File: src/rtl/pc_fetch_ctrl.sv
// Instruction-fetch sequencer for the multi-cycle MIPS core: owns the PC, fetches over req/ack, hands words to decode.
// Define EXC_PC_EN to add the exception redirect (exc input, epc output, EXC_VECTOR parameter).
module pc_fetch_ctrl #(
    parameter logic [31:0] RESET_PC   = 32'h0000_0000
`ifdef EXC_PC_EN
    ,
    parameter logic [31:0] EXC_VECTOR = 32'h0000_0180
`endif
) (
    input  logic        clk,
    input  logic        rst,
    input  logic        halt,
    output logic        imem_req,
    output logic [31:0] imem_addr,
    input  logic        imem_ack,
    input  logic [31:0] imem_rdata,
    output logic        inst_valid,
    output logic [31:0] inst,
    output logic [31:0] inst_pc,
    input  logic        inst_ready,
    input  logic        Jump,
    input  logic        Branch,
    input  logic        Zero,
    input  logic [15:0] immi16,
    input  logic [25:0] target
`ifdef EXC_PC_EN
    ,
    input  logic        exc,
    output logic [31:0] epc
`endif
);

    typedef enum logic [1:0] {
        IDLE = 2'd0,
        REQ  = 2'd1,
        HOLD = 2'd2
    } state_t;

    state_t      state;
    state_t      state_nxt;
    logic [31:0] pc;
    logic [31:0] pc_nxt;
    logic [31:0] inst_nxt;
    logic [31:0] inst_pc_nxt;
    logic [31:0] seq_pc;
    logic [31:0] br_pc;
    logic [31:0] jmp_pc;
    logic [31:0] npc;
`ifdef EXC_PC_EN
    logic [31:0] epc_nxt;
`endif

    assign imem_addr = pc;

    // Next-PC candidates are all derived from the held inst_pc, never from pc.
    assign seq_pc = inst_pc + 32'd4;
    assign br_pc  = seq_pc + {{14{immi16[15]}}, immi16, 2'b00};
    assign jmp_pc = {inst_pc[31:28], target, 2'b00};

    always_comb begin
        npc = seq_pc;
`ifdef EXC_PC_EN
        if (exc) begin
            npc = EXC_VECTOR;
        end else
`endif
        if (Jump) begin
            npc = jmp_pc;
        end else if (Branch && Zero) begin
            npc = br_pc;
        end
    end

    always_comb begin
        state_nxt   = state;
        pc_nxt      = pc;
        inst_nxt    = inst;
        inst_pc_nxt = inst_pc;
        imem_req    = 1'b0;
        inst_valid  = 1'b0;
`ifdef EXC_PC_EN
        epc_nxt     = epc;
`endif
        case (state)
            IDLE: begin
                if (!halt) begin
                    state_nxt = REQ;
                end
`ifdef EXC_PC_EN
                if (exc) begin
                    pc_nxt = EXC_VECTOR;
                end
`endif
            end
            REQ: begin
                imem_req = 1'b1;
                if (imem_ack) begin
                    inst_nxt    = imem_rdata;
                    inst_pc_nxt = pc;
                    state_nxt   = HOLD;
                end
            end
            HOLD: begin
                inst_valid = 1'b1;
                // Control inputs from decode are only meaningful in this accept cycle.
                if (inst_ready) begin
                    pc_nxt    = npc;
                    state_nxt = halt ? IDLE : REQ;
`ifdef EXC_PC_EN
                    if (exc) begin
                        epc_nxt = inst_pc;
                    end
`endif
                end
            end
            default: begin
                state_nxt = IDLE;
            end
        endcase
    end

    always_ff @(posedge clk) begin
        if (rst) begin
            state   <= IDLE;
            pc      <= RESET_PC;
            inst    <= '0;
            inst_pc <= '0;
`ifdef EXC_PC_EN
            epc     <= '0;
`endif
        end else begin
            state   <= state_nxt;
            pc      <= pc_nxt;
            inst    <= inst_nxt;
            inst_pc <= inst_pc_nxt;
`ifdef EXC_PC_EN
            epc     <= epc_nxt;
`endif
        end
    end

endmodule

File: config.mk
export PLATFORM = sky130hd
export DESIGN_NAME = pc_fetch_ctrl
export DESIGN_NICKNAME = d
export VERILOG_FILES = /design/src/rtl/pc_fetch_ctrl.sv
export SDC_FILE = /design/constraint.sdc
export NUM_CORES = 1
export LEC_CHECK = 0
export ABC_AREA = 0
export BUFFER_PORTS_ARGS = -buffer_cell sky130_fd_sc_hd__buf_2
export CAP_MARGIN = 10
export CORE_MARGIN = 10
export CORE_UTILIZATION = 53
export CTS_BUF_LIST = sky130_fd_sc_hd__clkbuf_16
export CTS_CLUSTER_DIAMETER = 100
export CTS_CLUSTER_SIZE = 24
export DETAILED_ROUTE_END_ITERATION = 8
export PLACE_DENSITY = 0.88
export SLEW_MARGIN = 20
export SYNTH_ARGS = -nofsm -noshare
export SYNTH_HDL_FRONTEND = slang
export SYNTH_SLANG_ARGS = --single-unit
File: constraint.sdc
create_clock -name clk -period 4.2 [get_ports clk]
set_clock_uncertainty 0.1 [all_clocks]
set_input_delay 0.63 -clock clk [delete_from_list [all_inputs] [get_ports clk]]
set_output_delay 0.63 -clock clk [all_outputs]
set_load 0.03 [all_outputs]
==> flow_summary.toml, run 1 <==
[cts]
cts_buffer_depth = 2
cts.hold.buffers_added = 0
post_cts_buffers = 0
cts_resized = 0
tritoncts.num_buffers = 9
clock_latency_ps = 360
cts.sinks = 98
cts_tree = "done"
htree_levels = 3
clk_transition_reported_paths_ps = 70
cts_root_buf = "clkbuf_16"

[power_and_ir_drop]
clkPwrFrac_pct = 42.0
irDropWorstVdd_mv = 0.420
intPower_mw = 1.58
switching_share_pct = 27.4
netSwitchingPower_mw = 0.594
power_density_nw_per_um2 = 292
p_seq_share_pct = 44.2
power_frac_comb_pct = 13.8
leakagePower_nw = 3.30

[drt]
drtPass1Iterations = 5
ant_nets = 0
vias = 6637
wl_per_cell_um = 18.5
drt-vias-per-instance = 5.89
wl_um = 20900
drtIter0Drc = 540
remaining_drc_errors = 0

[floorplanning]
coreArea_sq_um = 11400
die_h_um = 128
dieArea_sq_um = 16300
start_util_pct = 54.0
num_rows = 39
ios = 180
dieWidth_um = 128

[synth]
synth_area_leaders = "dfxtp_1 32%, nand2_1 12%, a21oi_1 9.9%, ha_1 7.5%, xnor2_1 4.0%"
syn_inst = 827
syn_area_sq_um = 6140
ys_types = 57
synth_top_area_share_pct = 31.9
ys_ff_latch = 98
dominantRegCellSynth = "dfxtp_1"
synth_fp_nets = 947
ys_seq_area_share_pct = 31.9
yosys_warnings = 0
synthArstFlopShare_pct = 0
synth_edf_count = 0
syn_avg_cell_area_sq_um = 7.43
yosysTopAreaCell = "dfxtp_1"

[global_route]
grt_pass1_wl_um = 32600
grt_max_degree = 53
grtUsageTotal_pct = 24.4
grt_antenna_before_repair = 2
first_global_vias = 6450
overflow = 0

[timing]
slew_violations = 0
clock.fmax_ghz = 0.254
period_minus_slack_ps = 3940
max_slew_margin_pct = 15.9
rsz0062_at_grt = "false"
final_hold_viol_count = 0
post-route-period-util_pct = 93.8
fin_setup_tns_ps = 0
setup_violations = 0
tightest_slew_ps = 1260

[worst_setup_path]
r2r_start = "inst_pc[4]$_SDFFE_PP0P_"
crit_fanout = 8
cp-start-kind = "flip-flop"
crit_required_ps = 4400
reg2reg_to = "imem_addr[31]$_SDFFE_PP0P_"
crit_arrival_ps = 4140
worstRegToRegCells = 13
worst_setup_path_end_kind = "flip-flop"
reg2reg_slack_ps = 260
critPathKind = "flip-flop to flip-flop"

[worst_hold_path]
whs_path_depth = 2
hp-start = "inst[6]$_SDFFE_PP0P_"
min_path_type = "flip-flop to flip-flop"
worst_hold_path.endpoint = "inst[6]$_SDFFE_PP0P_"

[final_layout]
n_fill_cell = 1038
syn2layout_area_growth_pct = 21.0
antenna_cells = 0
stdcell_area_sq_um = 7430
drive_above_1_share_pct = 21.8
nNetsFinal = 1098
fin_cells = 1126

[place]
portBuffers = 179
place_congestion = 1.01
placed_area_sq_um = 7090
hpwl_um = 15700
dp_cells = 1110

[outcome]
status = "finished clean"

[run]
drv_cap = 0
-- layout by cell type (no fill, tap or decap), types with 4 or more instances in the layout --
cell	instances
or3_1	7
o21ai_1	12
a21o_1	19
nand2b_1	9
a32o_1	6
inv_1	13
clkbuf_16	9
nor2_1	41
xnor2_1	28
o211ai_1	15
o21ai_0	14
and2_1	7
o22ai_1	6
nand4_1	18
a211oi_1	8
ha_1	37
nand3_1	32
buf_4	9
nor3_1	11
a21oi_1	122
o21a_1	5
nand2_1	188
xor2_1	20
nor2b_1	5
and3_1	4
dfxtp_1	98
buf_2	179
o22a_1	4
o21bai_1	4
-- critical path, cell delays in order, from the launching register on --
cell and delay [ps]:
dfxtp_1 430, and3_2 290, nand4_1 240, nor2_1 250
nand2_1 120, xnor2_1 220, ha_1 360, a21oi_1 310
a21oi_1 180, or4b_1 560, o21ai_1 260, o21ai_1 160
mux2_1 330, nand3_1 60
-- through the flow --
stage | hold slack [ps] | utilization, % | power (mW) | setup slack (ps)
final | 350 | 65.3 | 2.17 | 261
after CTS | 340 | 65.2 | 2.19 | 243
after global routing | 349 | 65.3 | 2.24 | 32.5
after floorplan | 386 | - | 1.17 | 498
after detailed placement | 343 | 62.4 | 1.28 | 278
after global placement | 339 | 62.4 | 1.27 | 416
-- kinds of logic after synthesis --
| kind of cell | synth area share, % |
|---|---|
| fa+ha+maj | 7.86 |
| compound gates | 24.2 |
| buf+inv | 3.95 |
| simple gates | 24.7 |
| flops | 31.9 |
| mux | 0.509 |
| xor+xnor | 6.85 |
-- how the worst max path moves through the flow --
stage | startpoint | endpoint | depth (start not counted) | slack, ps
floorplan | inst_pc[4]$_SDFFE_PP0P_ | imem_addr[31]$_SDFFE_PP0P_ | 16 | 500
global placement | inst_pc[4]$_SDFFE_PP0P_ | imem_addr[31]$_SDFFE_PP0P_ | 14 | 420
detailed placement | inst_pc[4]$_SDFFE_PP0P_ | imem_addr[31]$_SDFFE_PP0P_ | 14 | 280
CTS | inst_pc[4]$_SDFFE_PP0P_ | imem_addr[31]$_SDFFE_PP0P_ | 14 | 240
global route | inst_pc[12]$_SDFFE_PP0P_ | imem_addr[24]$_SDFFE_PP0P_ | 13 | 30
finish | inst_pc[4]$_SDFFE_PP0P_ | imem_addr[31]$_SDFFE_PP0P_ | 13 | 260
-- sequential cells by signal, indices dropped and copies added (netlist names) --
name and count:
inst_pc 32, inst 32, state 2, imem_addr 32
-- final cells by class --
class	instances	area (sq um)	share of cell area [%]
Multi-Input combinational cell	668	3950	53.2
Sequential cell	98	1960	26.4
Timing Repair Buffer	188	963	13.0
Clock buffer	9	225	3.03
Tap cell	143	179	2.41
Clock inverter	7	100	1.35
Inverter	13	48.8	0.657
-- layer usage --
| layer | GRT usage (%) | wire length (um) |
|---|---|---|
| met1 | 27.3 | 7890 |
| met2 | 41.5 | 10200 |
| met3 | 8.73 | 2130 |
| met4 | 9.54 | 627 |
| met5 | 0 | 10 |
-- synth_stat cells (3+ instances only) --
cell      number
a211oi_1       8
a21o_1        19
a21oi_1      122
a22o_1         3
a311o_1        3
a31oi_1        4
a32o_1         6
and2_1         8
and3_1         5
and4_1         3
buf_1          3
buf_2          5
clkbuf_1      39
dfxtp_1       98
ha_1          37
inv_1         13
nand2_1      189
nand2b_1       9
nand3_1       32
nand4_1       18
nor2_1        42
nor2b_1        5
nor3_1        11
o211ai_1      15
o21a_1         5
o21ai_0       14
o21ai_1       12
o21bai_1       4
o22a_1         4
o22ai_1        6
or3_1          7
xnor2_1       28
xor2_1        20
-- power groups by stage --
stage	sequential [mW]	clock [mW]	combinational (mW)
after floorplan	1.02	0	0.153
after global placement	0.980	0	0.293
after detailed placement	0.981	0	0.296
after CTS	0.959	0.930	0.298
after global routing	0.961	0.959	0.324
final	0.960	0.912	0.300
(Power assumes the default switching activity.)
==> run 2: changes to the inputs <==
- ABC_AREA: 0 -> 1
- CORE_UTILIZATION: 53 -> 54
- PLACE_DENSITY: 0.88 -> 0.87
- TNS_END_PERCENT: unset -> 20
==> flow_summary.toml, run 2 <==
[synth]
synthSimpleGateAreaFrac_pct = 37.1
dominantRegCellSynth = "dfxtp_1"
synth.most_common_cell = "nand2_1"
synth_fp_nets = 1277
synth.area.mux_share_pct = 0
ys_seq_area_share_pct = 27.9
syn_area_sq_um = 7030
ys_types = 37
synth_area_leaders = "dfxtp_1 28%, nand2_1 19%, a21oi_1 10%, nand3_1 7.5%, inv_1 6.6%"
syn_inst = 1157
ys_ff_latch = 98
synthXorXnorAreaFrac_pct = 2.58
yosys_warnings = 0
synth_compound_area_share_pct = 16.2
yosys.area_share.adder_pct = 6.87
synth_top_area_share_pct = 27.9
synthArstFlopShare_pct = 0
syn_avg_cell_area_sq_um = 6.08
yosys-top-cells-count = "350 x nand2_1, 146 x a21oi_1, 124 x inv_1"
synth_edf_count = 0
yosysTopAreaCell = "dfxtp_1"
synth_top_family_by_area = "simple AND/OR/NAND/NOR gates"

[global_route]
met1_usage_pct = 33.1
met3_usage_pct = 7.95
grt-busiest-layer = "met2"
grt_pass1_wl_um = 39500
grt_max_degree = 70
grtUsageTotal_pct = 26.9
overflow = 0
met2_usage_pct = 42.5
first_global_vias = 7772
grt_antenna_before_repair = 0

[timing]
tightest_slew_ps = 918
final_hold_viol_count = 0
slew_violations = 0
period_minus_slack_ps = 3520
fin_setup_tns_ps = 0
rsz0062_at_grt = "false"
clock.fmax_ghz = 0.284
setup_violations = 0
post-route-period-util_pct = 83.9
max_slew_margin_pct = 38.7

[cts]
htree_levels = 3
cts_root_buf = "clkbuf_16"
cts_resized = 0
cts.sinks = 98
cts_tree = "done"
post_cts_buffers = 0
cts.hold.buffers_added = 0
tritoncts.num_buffers = 9
clk_transition_reported_paths_ps = 70
cts_buffer_depth = 2
clock_latency_ps = 340

[drt]
ant_nets = 0
drtIter0Drc = 860
drt-vias-per-instance = 5.53
wl_um = 24800
vias = 8220
remaining_drc_errors = 0
drtPass1Iterations = 5
wl_per_cell_um = 16.7

[final_layout]
regArea_sq_um = 1960
antenna_cells = 0
syn2layout_area_growth_pct = 17.8
n_fill_cell = 1195
drive_above_1_share_pct = 17.7
fin_cells = 1486
nNetsFinal = 1429
layout_commonest_cell = "nand2_1"
final_cell_mix = "349 x nand2_1, 179 x buf_2, 146 x a21oi_1, 127 x inv_1, 106 x nand3_1"
multi_input_area_sq_um = 4410

[floorplanning]
die_h_um = 134
num_rows = 41
dieArea_sq_um = 18000
ios = 180
coreArea_sq_um = 12700
dieWidth_um = 134
start_util_pct = 55.5

[worst_setup_path]
crit_fanout = 7
critPathKind = "flip-flop to flip-flop"
cp_cell_sequence = "ha_1 > inv_1 > nor2_4 > nand2_4 > nor2_4 > nand2_2 > xor2_1 > ha_1 > a21oi_1 > nand2_1 > nand2_1 > nand2_1 > nand2_1 > nand2_1 > a21oi_1 > nand2_1 > nand3_1 > nand2_1 > nand2_1 > a21oi_2"
crit_slowest_cell = "dfxtp_1"
crit_arrival_ps = 3620
cpPeakStageDelay_ps = 490
worst_setup_path_end_kind = "flip-flop"
path_buf_inv = 1
crit_required_ps = 4300
cp-start-kind = "flip-flop"
crit_top_cell = "nand2_1"
path_delay_family = "simple AND/OR/NAND/NOR gates"

[power_and_ir_drop]
leakagePower_nw = 4.26
irDropWorstVdd_mv = 0.347
power_density_nw_per_um2 = 271

[run]
drv_cap = 0

[worst_hold_path]
min_path_type = "flip-flop to flip-flop"

[place]
portBuffers = 179
hpwl_um = 19600
dp_cells = 1470
place_congestion = 0.985

[outcome]
status = "finished clean"
-- run 2: cell types whose count changed after synthesis, moves of 8 or more --
cell      delta
xnor2_1     -28
a211oi_1     -8
o211ai_1    -11
nand2b_1     -9
nor2_1      +58
nand3_1     +74
nand4_1     -10
nand2_1    +161
a21oi_1     +24
inv_1      +111
a21o_1      -17
o21ai_0     +39
-- run 2: final cells by class --
class	count	area share [%]
Clock buffer	9	2.72
Clock inverter	7	0.468
Inverter	126	5.71
Multi-Input combinational cell	887	53.3
Sequential cell	98	23.7
Tap cell	172	2.60
Timing Repair Buffer	187	11.5
-- run 2: per-layer routing --
layer	share of wire, %	vias to the layer above
met1	40	3684
met4	4.4	0
met5	0	-
li1	-	4051
met2	44	416
met3	11	69
-- run 2: metrics by stage --
step	instance area (sq um)	util (%)	power, mW	hold slack, ps	setup WS, ps
finish	8280	65.4	2.25	357	676
global route	8280	65.4	2.35	372	462
CTS	8280	65.4	2.24	361	777
detailed placement	8020	63.3	1.50	351	825
global placement	8020	63.3	1.50	345	883
floorplan	7030	-	1.34	389	1280
-- run 2: final timing paths --
path         cells after the start                     from                    endpoint  slack (ps)
max                             20  inst_pc[3]$_SDFFE_PP0P_  imem_addr[31]$_SDFFE_PP0P_         680
max reg2reg                     20  inst_pc[3]$_SDFFE_PP0P_  imem_addr[31]$_SDFFE_PP0P_         680
min reg2reg                      2    inst[31]$_SDFFE_PP0P_       inst[31]$_SDFFE_PP0P_         360
min                              2    inst[31]$_SDFFE_PP0P_       inst[31]$_SDFFE_PP0P_         360
-- run 2: logic make-up after synthesis --
logic type / count (synthesis)
AND/OR/NAND/NOR: 611
AO/OA/AOI/OAI: 219
buffers and inverters: 172
flip-flops: 98
adder cells (fa/ha/maj): 38
XOR/XNOR: 19
-- run 2: tightest hold or removal path: stages (launching register included) --
cell and delay [ps]:
dfxtp_1 310, nand2_1 50, a21oi_1 50
-- run 2: report_power, final --
part	switching (mW)	leakage (nW)	internal, mW	total, mW
Sequential	0.0292	0.794	0.958	0.988
Clock	0.358	0.143	0.397	0.754
Combinational	0.343	3.32	0.160	0.503
==> run 3: changes to the inputs <==
- clock period: 4.2 -> 3.29 ns (I/O delays scaled with it)
==> flow_summary.toml, run 3 (synthesis results as in run 2) <==
[final_layout]
n_fill_cell = 1145
post-route-util_pct = 67.6
antenna_cells = 0
layout_commonest_cell = "nand2_1"
final_cell_mix = "345 x nand2_1, 179 x buf_2, 144 x a21oi_1, 124 x inv_1, 105 x nand3_1"
nNetsFinal = 1445
drive_above_1_share_pct = 21.5
syn2layout_area_growth_pct = 21.9
fin_cells = 1502

[worst_hold_path]
worst_hold_path.endpoint = "state[0]$_SDFFE_PP0P_"
whs_path_depth = 4
hp-start = "halt"
min_path_type = "input port to flip-flop"

[power_and_ir_drop]
power_density_nw_per_um2 = 345
leakagePower_nw = 4.40
p_total_mw = 2.95
irDropWorstVdd_mv = 0.365

[cts]
clk_transition_reported_paths_ps = 70
htree_levels = 3
clock_latency_ps = 350
tritoncts.num_buffers = 9
cts_root_buf = "clkbuf_16"
cts.sinks = 98
cts_tree = "done"
cts.hold.buffers_added = 0
cts_buffer_depth = 2

[timing]
max_slew_margin_pct = 44.3
fin_hold_ws_ps = 297
slew_violations = 0
setup_violations = 0
clock.fmax_ghz = 0.320
final_hold_viol_count = 0
tightest_slew_ps = 834
post-route-period-util_pct = 95.1
rsz0062_at_grt = "true"
period_minus_slack_ps = 3130

[drt]
ant_nets = 0
drtPass1Iterations = 5
vias = 8372
drt-vias-per-instance = 5.57
topRoutingLayerUsed = "met4"
wl_met3_um = 2850
drt-met1-wl_um = 9940
wl_met2_um = 11700
wl_per_cell_um = 16.8
drtIter0Drc = 896
wl_um = 25300
remaining_drc_errors = 0

[run]
drv_cap = 0

[global_route]
grt_antenna_before_repair = 0
grt_max_degree = 70
first_global_vias = 7781
grt_pass1_wl_um = 39500
overflow = 0
grtUsageTotal_pct = 27.0

[place]
portBuffers = 179
hpwl_um = 19600
dp_cells = 1485
place_congestion = 0.981

[floorplanning]
ios = 180
die_h_um = 134
dieWidth_um = 134
dieArea_sq_um = 18000
start_util_pct = 55.5
coreArea_sq_um = 12700
num_rows = 41

[worst_setup_path]
crit_required_ps = 3460
reg2reg_to = "imem_addr[20]$_SDFFE_PP0P_"
cp-start-kind = "flip-flop"
crit_arrival_ps = 3300
crit_fanout = 5
critPathLaunch = "inst_pc[7]$_SDFFE_PP0P_"
worst_setup_path_end_kind = "flip-flop"
worstRegToRegCells = 18
critPathKind = "flip-flop to flip-flop"
reg2reg_slack_ps = 160
r2r_start = "inst_pc[7]$_SDFFE_PP0P_"

[outcome]
status = "finished clean"
## run 3: cell count changes in the layout (fill, tap and decap cells not counted), moves of 7 or more
cell,previous run,this run
nor2_2,7,14
dfxtp_2,0,9
dfxtp_1,98,87
nor2_1,99,91
buf_4,8,23
## run 3: power breakdown
group	internal (mW)	switching, mW
clock network	0.527	0.500
logic	0.217	0.454
registers	1.22	0.0345
## run 3: cell type report
type / count / area [sq um] / area share, %
tap: 172 / 215 / 2.51
timing repair buffer: 203 / 1090 / 12.7
multi-input combinational: 887 / 4530 / 52.8
clock buffer: 9 / 225 / 2.63
sequential: 98 / 1980 / 23.1
inverter: 126 / 473 / 5.52
clock inverter: 7 / 60.1 / 0.701
## run 3: routing by layer
metal | up-vias | track usage, %
met5 | - | 0
met3 | 64 | 7.99
li1 | 4063 | -
met1 | 3754 | 32.9
met4 | 0 | 10.4
met2 | 491 | 43.8
## run 3: worst max-delay path by stage
stage	cells after the start	to	slack, ps
detailed placement	19	imem_addr[25]$_SDFFE_PP0P_	-20
CTS	19	imem_addr[25]$_SDFFE_PP0P_	5
finish	18	imem_addr[20]$_SDFFE_PP0P_	160
global route	20	imem_addr[30]$_SDFFE_PP0P_	-70
floorplan	18	imem_addr[28]$_SDFFE_PP0P_	370
global placement	19	imem_addr[25]$_SDFFE_PP0P_	60
## run 3: stage by stage
step	cell area (sq um)	setup WS [ps]	TNS (ps)
final	8570	162	0
after global routing	8570	-70.1	-226
after CTS	8430	4.55	0
after detailed placement	8150	-20.1	-21.8
after global placement	8150	63.3	0
after floorplan	7030	366	0
## run 3: what timing repair did
item	CTS	global route
resized for setup	1	42
endpoints found under the setup margin	5	21
pin swaps	0	5
setup buffers	0	1
## run 3: worst max-delay path, cell delays in order (launching register included)
cell,delay [ps]
dfxtp_1,380
nand2_1,110
nor2_1,220
nand4_1,140
nor2_2,160
xor2_1,300
ha_1,350
a21oi_1,230
o21ai_0,160
inv_1,80
nand2_1,70
buf_4,150
nand2_1,80
nand2_1,50
nand2_1,50
nand3_1,80
nand3_1,140
nand2_1,70
a21oi_1,140
